===== src/rtl/mem_sram_ctrl.sv =====
// mem_sram_ctrl: memory-stage SRAM controller.
// Each 32-bit load or store becomes two 16-bit accesses (low half, then high
// half) on an external asynchronous SRAM. Every half-word access takes
// WAIT_CYCLES cycles. While a transfer is in flight, ready is low so that the
// upstream pipeline registers stay frozen and hold the request inputs stable.
module mem_sram_ctrl #(
  parameter int unsigned ADDR_BASE   = 1024,
  parameter int unsigned WAIT_CYCLES = 5
) (
  input  logic        clk,
  input  logic        rst,
  input  logic        mem_r_en,
  input  logic        mem_w_en,
  input  logic [31:0] alu_result,
  input  logic [31:0] st_val,
  output logic        ready,
  output logic [31:0] rdata,
  output logic [17:0] sram_addr,
  output logic        sram_we_n,
  output logic [15:0] sram_dq_out,
  output logic        sram_dq_oe,
  input  logic [15:0] sram_dq_in
);

  typedef enum logic [2:0] {
    IDLE  = 3'd0,
    RD_LO = 3'd1,
    RD_HI = 3'd2,
    WR_LO = 3'd3,
    WR_HI = 3'd4,
    DONE  = 3'd5
  } state_t;

  // Terminal value of the per-half-word wait counter.
  localparam logic [3:0]  LAST_CNT = 4'(WAIT_CYCLES - 32'd1);
  localparam logic [31:0] BASE     = 32'(ADDR_BASE);

  // Word index of a byte address after removing the SRAM base offset. The
  // subtraction wraps modulo 2^32, and the two byte-offset bits are dropped,
  // so a misaligned address is silently aligned to its word.
  function automatic logic [16:0] word_index(input logic [31:0] addr);
    return 17'((addr - BASE) >> 2);
  endfunction

  state_t      state_r;
  logic [3:0]  cnt_r;
  logic [31:0] rdata_r;
  logic [17:0] sram_addr_r;
  logic        sram_we_n_r;
  logic [15:0] sram_dq_out_r;
  logic        sram_dq_oe_r;

  logic        req_s;
  logic        store_s;
  logic        last_s;
  logic [16:0] w_s;

  // Decode the request, the target word, and the terminal count.
  always_comb begin
    req_s   = mem_r_en | mem_w_en;
    store_s = mem_w_en;              // a store wins when both enables are set
    w_s     = word_index(alu_result);
    last_s  = (cnt_r == LAST_CNT);
  end

  // The hazard unit needs ready in the same cycle the request appears, so it
  // stays combinational. In DONE it rises for exactly one cycle. When the
  // enables drop mid-access it also reads high.
  assign ready = ~req_s | (state_r == DONE);

  assign rdata       = rdata_r;
  assign sram_addr   = sram_addr_r;
  assign sram_we_n   = sram_we_n_r;
  assign sram_dq_out = sram_dq_out_r;
  assign sram_dq_oe  = sram_dq_oe_r;

  // Transfer sequencer. It owns the state, the wait counter, the captured
  // read data, and all SRAM-side outputs. Those outputs are registered and
  // are loaded together with the state they belong to.
  always_ff @(posedge clk or posedge rst) begin
    if (rst) begin
      state_r       <= IDLE;
      cnt_r         <= 4'd0;
      rdata_r       <= 32'd0;
      sram_addr_r   <= 18'd0;
      sram_we_n_r   <= 1'b1;
      sram_dq_out_r <= 16'd0;
      sram_dq_oe_r  <= 1'b0;
    end else begin
      case (state_r)
        IDLE: begin
          cnt_r <= 4'd0;
          if (req_s) begin
            sram_addr_r <= {w_s, 1'b0};
            if (store_s) begin
              state_r       <= WR_LO;
              sram_we_n_r   <= 1'b0;
              sram_dq_oe_r  <= 1'b1;
              sram_dq_out_r <= st_val[15:0];
            end else begin
              state_r       <= RD_LO;
              sram_we_n_r   <= 1'b1;
              sram_dq_oe_r  <= 1'b0;
              sram_dq_out_r <= 16'd0;
            end
          end else begin
            state_r       <= IDLE;
            sram_addr_r   <= 18'd0;
            sram_we_n_r   <= 1'b1;
            sram_dq_oe_r  <= 1'b0;
            sram_dq_out_r <= 16'd0;
          end
        end

        RD_LO: begin
          if (last_s) begin
            cnt_r          <= 4'd0;
            rdata_r[15:0]  <= sram_dq_in;
            sram_addr_r    <= {sram_addr_r[17:1], 1'b1};
            state_r        <= RD_HI;
          end else begin
            cnt_r <= cnt_r + 4'd1;
          end
        end

        RD_HI: begin
          if (last_s) begin
            cnt_r          <= 4'd0;
            rdata_r[31:16] <= sram_dq_in;
            sram_addr_r    <= 18'd0;
            state_r        <= DONE;
          end else begin
            cnt_r <= cnt_r + 4'd1;
          end
        end

        WR_LO: begin
          if (last_s) begin
            cnt_r         <= 4'd0;
            sram_addr_r   <= {sram_addr_r[17:1], 1'b1};
            sram_dq_out_r <= st_val[31:16];
            state_r       <= WR_HI;
          end else begin
            cnt_r <= cnt_r + 4'd1;
          end
        end

        WR_HI: begin
          if (last_s) begin
            cnt_r         <= 4'd0;
            sram_addr_r   <= 18'd0;
            sram_we_n_r   <= 1'b1;
            sram_dq_oe_r  <= 1'b0;
            sram_dq_out_r <= 16'd0;
            state_r       <= DONE;
          end else begin
            cnt_r <= cnt_r + 4'd1;
          end
        end

        DONE: begin
          // Leave unconditionally, so the request that just completed can
          // never start a second transfer. A new request is seen in IDLE.
          cnt_r   <= 4'd0;
          state_r <= IDLE;
        end

        default: begin
          cnt_r         <= 4'd0;
          sram_addr_r   <= 18'd0;
          sram_we_n_r   <= 1'b1;
          sram_dq_oe_r  <= 1'b0;
          sram_dq_out_r <= 16'd0;
          state_r       <= IDLE;
        end
      endcase
    end
  end

endmodule


===== config.mk =====
export PLATFORM = sky130hd
export DESIGN_NAME = mem_sram_ctrl
export DESIGN_NICKNAME = d
export VERILOG_FILES = /design/src/rtl/mem_sram_ctrl.sv
export SDC_FILE = /design/constraint.sdc
export NUM_CORES = 1
export LEC_CHECK = 0
export ABC_CLOCK_PERIOD_IN_PS = 2900
export BUFFER_PORTS_ARGS = -buffer_cell sky130_fd_sc_hd__buf_2
export CAP_MARGIN = 20
export CORE_UTILIZATION = 48
export CTS_BUF_LIST = sky130_fd_sc_hd__clkbuf_8
export DETAILED_ROUTE_END_ITERATION = 16
export GPL_TIMING_DRIVEN = 1
export PLACE_DENSITY = 0.85
export REMOVE_ABC_BUFFERS = 1
export SETUP_SLACK_MARGIN = 0.02
export SYNTH_ARGS = -nofsm -noshare
export SYNTH_HDL_FRONTEND = slang
export SYNTH_SLANG_ARGS = --single-unit

===== constraint.sdc =====
create_clock -name clk -period 2.9 [get_ports clk]
set_clock_uncertainty 0.2 [all_clocks]
set_input_delay 0.29 -clock clk [delete_from_list [all_inputs] [get_ports clk]]
set_output_delay 0.29 -clock clk [all_outputs]
set_load 0.01 [all_outputs]

==> summary.md, run 1 <==
| Metric | Value |
|---|---|
| Vias per inst | 5.29 |
| Routed WL per cell | 15.9 microns |
| Final Hold Fails | 0 |
| CTS tree | built |
| Syn Inst Count | 269 |
| CTS sink count | 75 |
| Worst-path clk slew | 0.08 ns |
| Grt ovf | 0 |
| HP Class | primary input to asynchronous set/reset pin |
| CP Launch Point | cnt_r[0] |
| FF-to-FF path depth | 6 |
| CTS resizes | 0 |
| Die area | 7480 sq um |
| Total CTS buffers | 9 |
| Initial antenna violation count | 0 |
| Reg-to-reg critical path startpoint | cnt_r[0] |
| Vias | 2883 |
| Worst path required time | 2.95 ns |
| TritonRoute pass-1 iters | 4 |
| Die width | 86.5 microns |
| Distinct cells, synth | 46 |
| Post-Route Setup TNS | 0 ns |
| Worst ir drop on vdd | 0.000483 V |
| Fillers | 512 |
| Worst Setup End Kind | flip-flop |
| Startpoint Class | flip-flop |
| DRT antenna net count | 0 |
| I/O Buffers | 137 |
| DP Wirelength | 5430 microns |
| Status | completed |
| Reg2Reg Setup Slack | 0.62 ns |
| Max-cap violations | 0 |
| Worst Path Arrival | 2.33 ns |
| Seq/Total Area, Yosys | 54.8% |
| Final Max Slew Viols | 0 |
| Pwr/cell area | 942 nW/um^2 |
| Final wirelength | 8650 microns |
| Hold_buf cts | 37 |
| Final Setup Violations | 0 |
| H-tree depth | 3 |
| Critical path endpoint | sram_dq_out[6] |
| Core Area | 6830 sq um |
| Final period util | 78.6% |
| Global-route wire length before repair | 13500 microns |
| Lkg Pwr | 0.00235 uW |
| Vias in the first global route | 2846 |
| Final GP Congestion | 0.846 |
| Die height | 86.5 microns |
| Syn Area/Cell | 12.7 sq um |
| Unrepaired setup endpoints after global routing | no |
| Ys Warns | 0 |
| Placed Instance Area | 4170 sq um |
| CTS root buf | clkbuf_8 |
| Commonest non-fill, non-tap cell in the layout | buf_2 |
| GRT Overall Usage | 23.6% |
| Max Root-Sink Buffers | 2 |
| Nets | 531 |
| DRC viols | 0 |
| Clk_lat worst skew | 0.34 ns |
| Tightest Pin Transition | 0.922 ns |
| Most frequent cells in the layout | buf_2, dfrtp_1, dlygate4sd3_1 |
| Final Critical Period | 2.28 ns |
| Setup bufs post-CTS | 0 |
| Synthesis-to-layout area growth | 37.4% |
| Row Count | 30 |
| Worst slew margin | 38.6% |
| Crit Path Class | flip-flop to flip-flop |
| I/O pin total | 153 |
| Iter 0 DRT Violations | 131 |
| Fin area | 4710 sq um |
| Initial Util | 50.2% |
| Synthesized flop and latch total | 75 |
| FF-to-FF End | sram_dq_out[6] |
| Largest net degree at the start of global routing | 76 |
| Layout cells sized above 1 | 44.5% |
| Mapped cell area | 3430 sq um |
| Crit path max fanout | 19 |
| Fmax | 438 MHz |
| Final core utilization | 68.9% |
| Ant. Diodes | 0 |
[worst max-delay path, stage by stage, from the launching register on]
cell and delay (ns):
dfrtp_1 0.40, inv_1 0.06, ha_1 0.27, and4bb_1 0.25
nor3_4 0.67, a22oi_1 0.19, o21ai_0 0.14
[layer usage]
layer	share of wire (%)	global-route usage, %	vias to the layer above
li1	-	-	1358
met1	43	29.2	1393
met2	50	40.4	128
met3	6.6	5.43	4
met4	0.45	9.09	0
met5	0	0	-
[through the flow]
| step | setup WS, ns | hold WS [ns] | total power (uW) | instances |
|---|---|---|---|---|
| 2_1_floorplan | 0.502 | 0.229 | 2960 | 252 |
| 3_3_place_gp | 0.767 | 0.262 | 3610 | 492 |
| 3_5_place_dp | 0.663 | 0.276 | 3700 | 492 |
| 4_1_cts | 0.667 | 0.0183 | 4440 | 545 |
| 5_1_grt | 0.486 | 0.0188 | 4720 | 545 |
| 6_report | 0.619 | 0.0124 | 4430 | 545 |
[where the power goes]
part / leakage (uW) / switching, uW / internal [uW] / total, uW
registers: 0.000938 / 337 / 1500 / 1830
logic: 0.00133 / 943 / 960 / 1900
clock network: 0.0000828 / 389 / 307 / 696
total: 0.00235 / 1670 / 2760 / 4430
[cell type report]
type / count / area [sq um] / share of cell area [%]
flip-flops and latches: 75 / 1880 / 39.9
multi-input cells: 172 / 1410 / 30.0
repair buffers: 181 / 1110 / 23.5
clock buffers: 9 / 124 / 2.63
well taps: 96 / 120 / 2.55
clock inverters: 7 / 45.0 / 0.957
inverters: 5 / 18.8 / 0.399
[worst min-delay path by stage]
stage	from	to	slack [ns]
floorplan	st_val[26]	sram_dq_out[10]	0.23
global placement	cnt_r[0]	cnt_r[0]	0.26
detailed placement	sram_addr[10]	sram_addr[10]	0.28
CTS	st_val[2]	sram_dq_out[2]	0.02
global route	st_val[2]	sram_dq_out[2]	0.02
finish	rst	rdata[27]	0.01
[flip-flops by register name, indices dropped and copies added (netlist names)]
| signal | flops |
|---|---|
| sram_dq_oe | 1 |
| sram_addr | 18 |
| sram_dq_out | 16 |
| state_r | 3 |
| cnt_r | 4 |
| rdata | 32 |
| sram_we_n | 1 |
[Yosys cell counts (all sizes together)]
master / n / share of area (%)
o21a: 1 / 0.22
xor2: 3 / 0.77
nand3: 2 / 0.29
a221o: 1 / 0.29
nor2: 10 / 1.1
inv: 5 / 0.55
dfrtp: 74 / 54
and3b: 1 / 0.29
xnor2: 6 / 1.5
mux2: 32 / 13
nand2b: 2 / 0.37
o22a: 1 / 0.26
o2bb2ai: 1 / 0.26
a32oi: 13 / 3.3
a311oi: 3 / 0.77
nand4b: 1 / 0.44
buf: 12 / 2.8
clkbuf: 5 / 0.55
or2: 1 / 0.18
nor2b: 3 / 0.55
dfstp: 1 / 0.77
o22ai: 1 / 0.18
nand3b: 1 / 0.33
and2b: 1 / 0.22
nor3: 8 / 1.8
nor3b: 1 / 0.22
a22oi: 13 / 2.8
a211oi: 1 / 0.22
and4b: 1 / 0.29
nand2: 13 / 1.4
nor4: 1 / 0.18
and2: 1 / 0.18
o21ai: 19 / 2.8
and4bb: 1 / 0.37
a22o: 16 / 4.1
a21oi: 7 / 1.1
a21o: 3 / 0.66
ha: 3 / 1.1
[kinds of logic after synthesis]
logic type	Yosys count	share of synthesized area [%]
adders and majority gates	3	1.10
muxes	32	12.6
DFF	75	54.8
AOI/OAI and AO/OA	80	17.0
buffers and inverters	22	3.94
and+or+nand+nor	48	8.25
xor gates and xnor gates	9	2.30
Note: power is estimated with default switching activity, not from simulation.
==> inputs of run 2 (changes only) <==
ABC_CLOCK_PERIOD_IN_PS = 2160   (was 2900)
clock period = 2.16 ns   (was 2.9 ns; I/O delays follow)
==> run 2 against run 1 <==
Against the previous run:
- sequential power rose by 33%
- design area rose by 5.0%
- highest routed layer unchanged
- wire length rose by 6.0%
- largest cell class unchanged
- cell count rose by 2.9%
- register-to-register slack got worse by 0.48 ns
- global-route usage rose by 2.0 points
- flip-flop and latch count did not move
- first-iteration DRC count rose by 11%
- clock power rose by 49%
- die area did not move
- combinational power rose by 42%
- hold slack improved by 0.0062 ns
==> summary.md, run 2 (synthesis results as in run 1) <==
| Metric | Value |
|---|---|
| TritonRoute pass-1 iters | 4 (unchanged) |
| Initial Util | 50.2% (unchanged) |
| CP Launch Point | cnt_r[0] |
| Fillers | 471 (-8.0%) |
| Routed WL per cell | 16.3 microns (+2.9%) |
| Fin area | 4940 sq um (+5.0%) |
| Worst ir drop on vdd | 0.000994 V (+110%) |
| Final Hold Fails | 0 (unchanged) |
| Final Max Slew Viols | 0 (unchanged) |
| Worst Path Arrival | 2.05 ns (-0.28 ns) |
| Final period util | 93.7% (+15 points) |
| Most frequent cells in the layout | buf_2, dfrtp_1, dlygate4sd3_1 |
| Crit path depth | 6 (unchanged) |
| Placed Instance Area | 4240 sq um (+1.7%) |
| Fmax | 494 MHz (+13%) |
| Critical Path, Cell by Cell | inv_1 -> ha_1 -> nand3b_2 -> nor3_4 -> buf_12 -> mux2_2 |
| Row Count | 30 (unchanged) |
| Initial antenna violation count | 0 (unchanged) |
| I/O pin total | 153 (unchanged) |
| Reg-to-reg critical path startpoint | cnt_r[0] |
| Slowest CP cell | dfrtp_1 |
| Largest net degree at the start of global routing | 76 (unchanged) |
| Worst Setup End Kind | flip-flop |
| Max Root-Sink Buffers | 2 (unchanged) |
| I/O Buffers | 137 (unchanged) |
| Crit path max fanout | 17 (-2) |
| Largest register FFs | 32 (unchanged) |
| DRC viols | 0 (unchanged) |
| Crit Path Class | flip-flop to flip-flop |
| DRT antenna net count | 0 (unchanged) |
| Status | completed |
| Die area | 7480 sq um (unchanged) |
| Vias | 3032 (+5.2%) |
| Vias in the first global route | 3176 (+12%) |
| Core Area | 6830 sq um (unchanged) |
| Final Setup Violations | 0 (unchanged) |
| Max-cap violations | 0 (unchanged) |
| Global-route wire length before repair | 14800 microns (+9.3%) |
| Iter 0 DRT Violations | 146 (+11%) |
| CTS tree | built |
| Register area | 1880 sq um (unchanged) |
| Crit path buf inv count | 2 (+1) |
| Worst-path clk slew | 0.08 ns (about the same) |
| Final GP Congestion | 0.886 (+4.7%) |
| Final Critical Period | 2.02 ns (-0.257 ns) |
| Worst slew margin | 64.0% (+25 points) |
| H-tree depth | 3 (unchanged) |
| Reg2Reg Setup Slack | 0.14 ns (-0.48 ns) |
| Startpoint Class | flip-flop |
| Footprint of the multi-input gates | 1420 sq um (+0.53%) |
| Lkg Pwr | 0.00246 uW (+4.6%) |
| Synthesis-to-layout area growth | 44.2% |
| FF-to-FF End | rdata[26] |
| Vias per inst | 5.40 (+2.2%) |
| Unrepaired setup endpoints after global routing | no |
| Commonest non-fill, non-tap cell in the layout | buf_2 |
| Layout cells sized above 1 | 43.7% (-0.89 points) |
| Die height | 86.5 microns (unchanged) |
| Worst path required time | 2.18 ns (-0.77 ns) |
| Nets | 547 (+3.0%) |
| GRT Overall Usage | 25.6% (+2.0 points) |
| Total power draw | 6180 uW (+39%) |
| FF-to-FF path depth | 6 (unchanged) |
| Die width | 86.5 microns (unchanged) |
| Clk_lat worst skew | 0.33 ns (about the same) |
| CP peak stage delay | 0.41 ns (-0.26 ns) |
| Pwr/cell area | 1250 nW/um^2 (+33%) |
| Hold_sp | st_val[14] |
| Final wirelength | 9170 microns (+6.0%) |
| CTS root buf | clkbuf_8 |
| Tightest Pin Transition | 0.539 ns (-0.382 ns) |
| Total CTS buffers | 9 (unchanged) |
| HP Class | primary input to flip-flop |
| Grt ovf | 0 (unchanged) |
| Delay-heaviest family, CP | simple AND/OR/NAND/NOR gates |
| CTS sink count | 75 (unchanged) |
| Ant. Diodes | 0 (unchanged) |
| DP Wirelength | 5630 microns (+3.6%) |
| Critical path endpoint | rdata[26] |
## run 2: changes by cell type in the layout (fill, tap and decap cells not counted)
cell,change
a21oi_2,-1
bufinv_16,+1
clkinvlp_4,-2
buf_12,+4
dlygate4sd3_1,+13
clkinv_4,+1
buf_4,-1
a21oi_4,+1
## run 2: layer usage
layer / GRT usage, % / wire length, microns / vias to the layer above
li1: - / - / 1385
met3: 6.00 / 588 / 18
met1: 30.3 / 3700 / 1484
met4: 9.39 / 123 / 0
met5: 0 / 0 / -
met2: 45.4 / 4760 / 145
## run 2: timing repair
| item | CTS | global route |
|---|---|---|
| setup endpoints to repair | 0 | 17 |
| setup buffers | 0 | 0 |
| endpoints found under the hold margin | 127 | 0 |
| gates resized for setup | 0 | 1 |
| hold buffers | 50 | 0 |
## run 2: where the power goes
group,internal [uW],switching (uW)
combinational,1360,1340
sequential,2010,422
clock,531,511
## run 2: cell type report
type | count | share of cell area, %
Clock buffer | 9 | 2.51
Clock inverter | 7 | 1.39
Inverter | 5 | 0.380
Multi-Input combinational cell | 172 | 28.8
Sequential cell | 75 | 38.0
Tap cell | 96 | 2.43
Timing Repair Buffer | 197 | 26.5
## run 2: worst reg2reg max path, cell delays in order (launching register included)
cell and delay, ns:
dfrtp_1 0.41, inv_1 0.07, ha_1 0.26, nand3b_2 0.18, nor3_4 0.24, buf_12 0.20, mux2_2 0.37
## run 2: through the flow
step                      cells  TNS [ns]  worst slack (ns)  hold WS [ns]  util, %
after floorplan             252    -16.42            -0.188         0.155        -
after global placement      495         0             0.148         0.131     62.1
after detailed placement    495         0            0.0811         0.134     62.1
after CTS                   561         0            0.0624       0.00185     72.2
after global routing        561         0            0.0303        0.0145     72.3
final                       561         0             0.136        0.0185     72.3
## run 2: how the worst min path moves through the flow
stage,end,cells past startpoint
floorplan,sram_dq_out[10],2
global placement,rdata[9],3
detailed placement,rdata[12],3
CTS,sram_dq_out[14],3
global route,sram_dq_out[14],3
finish,sram_dq_out[14],3
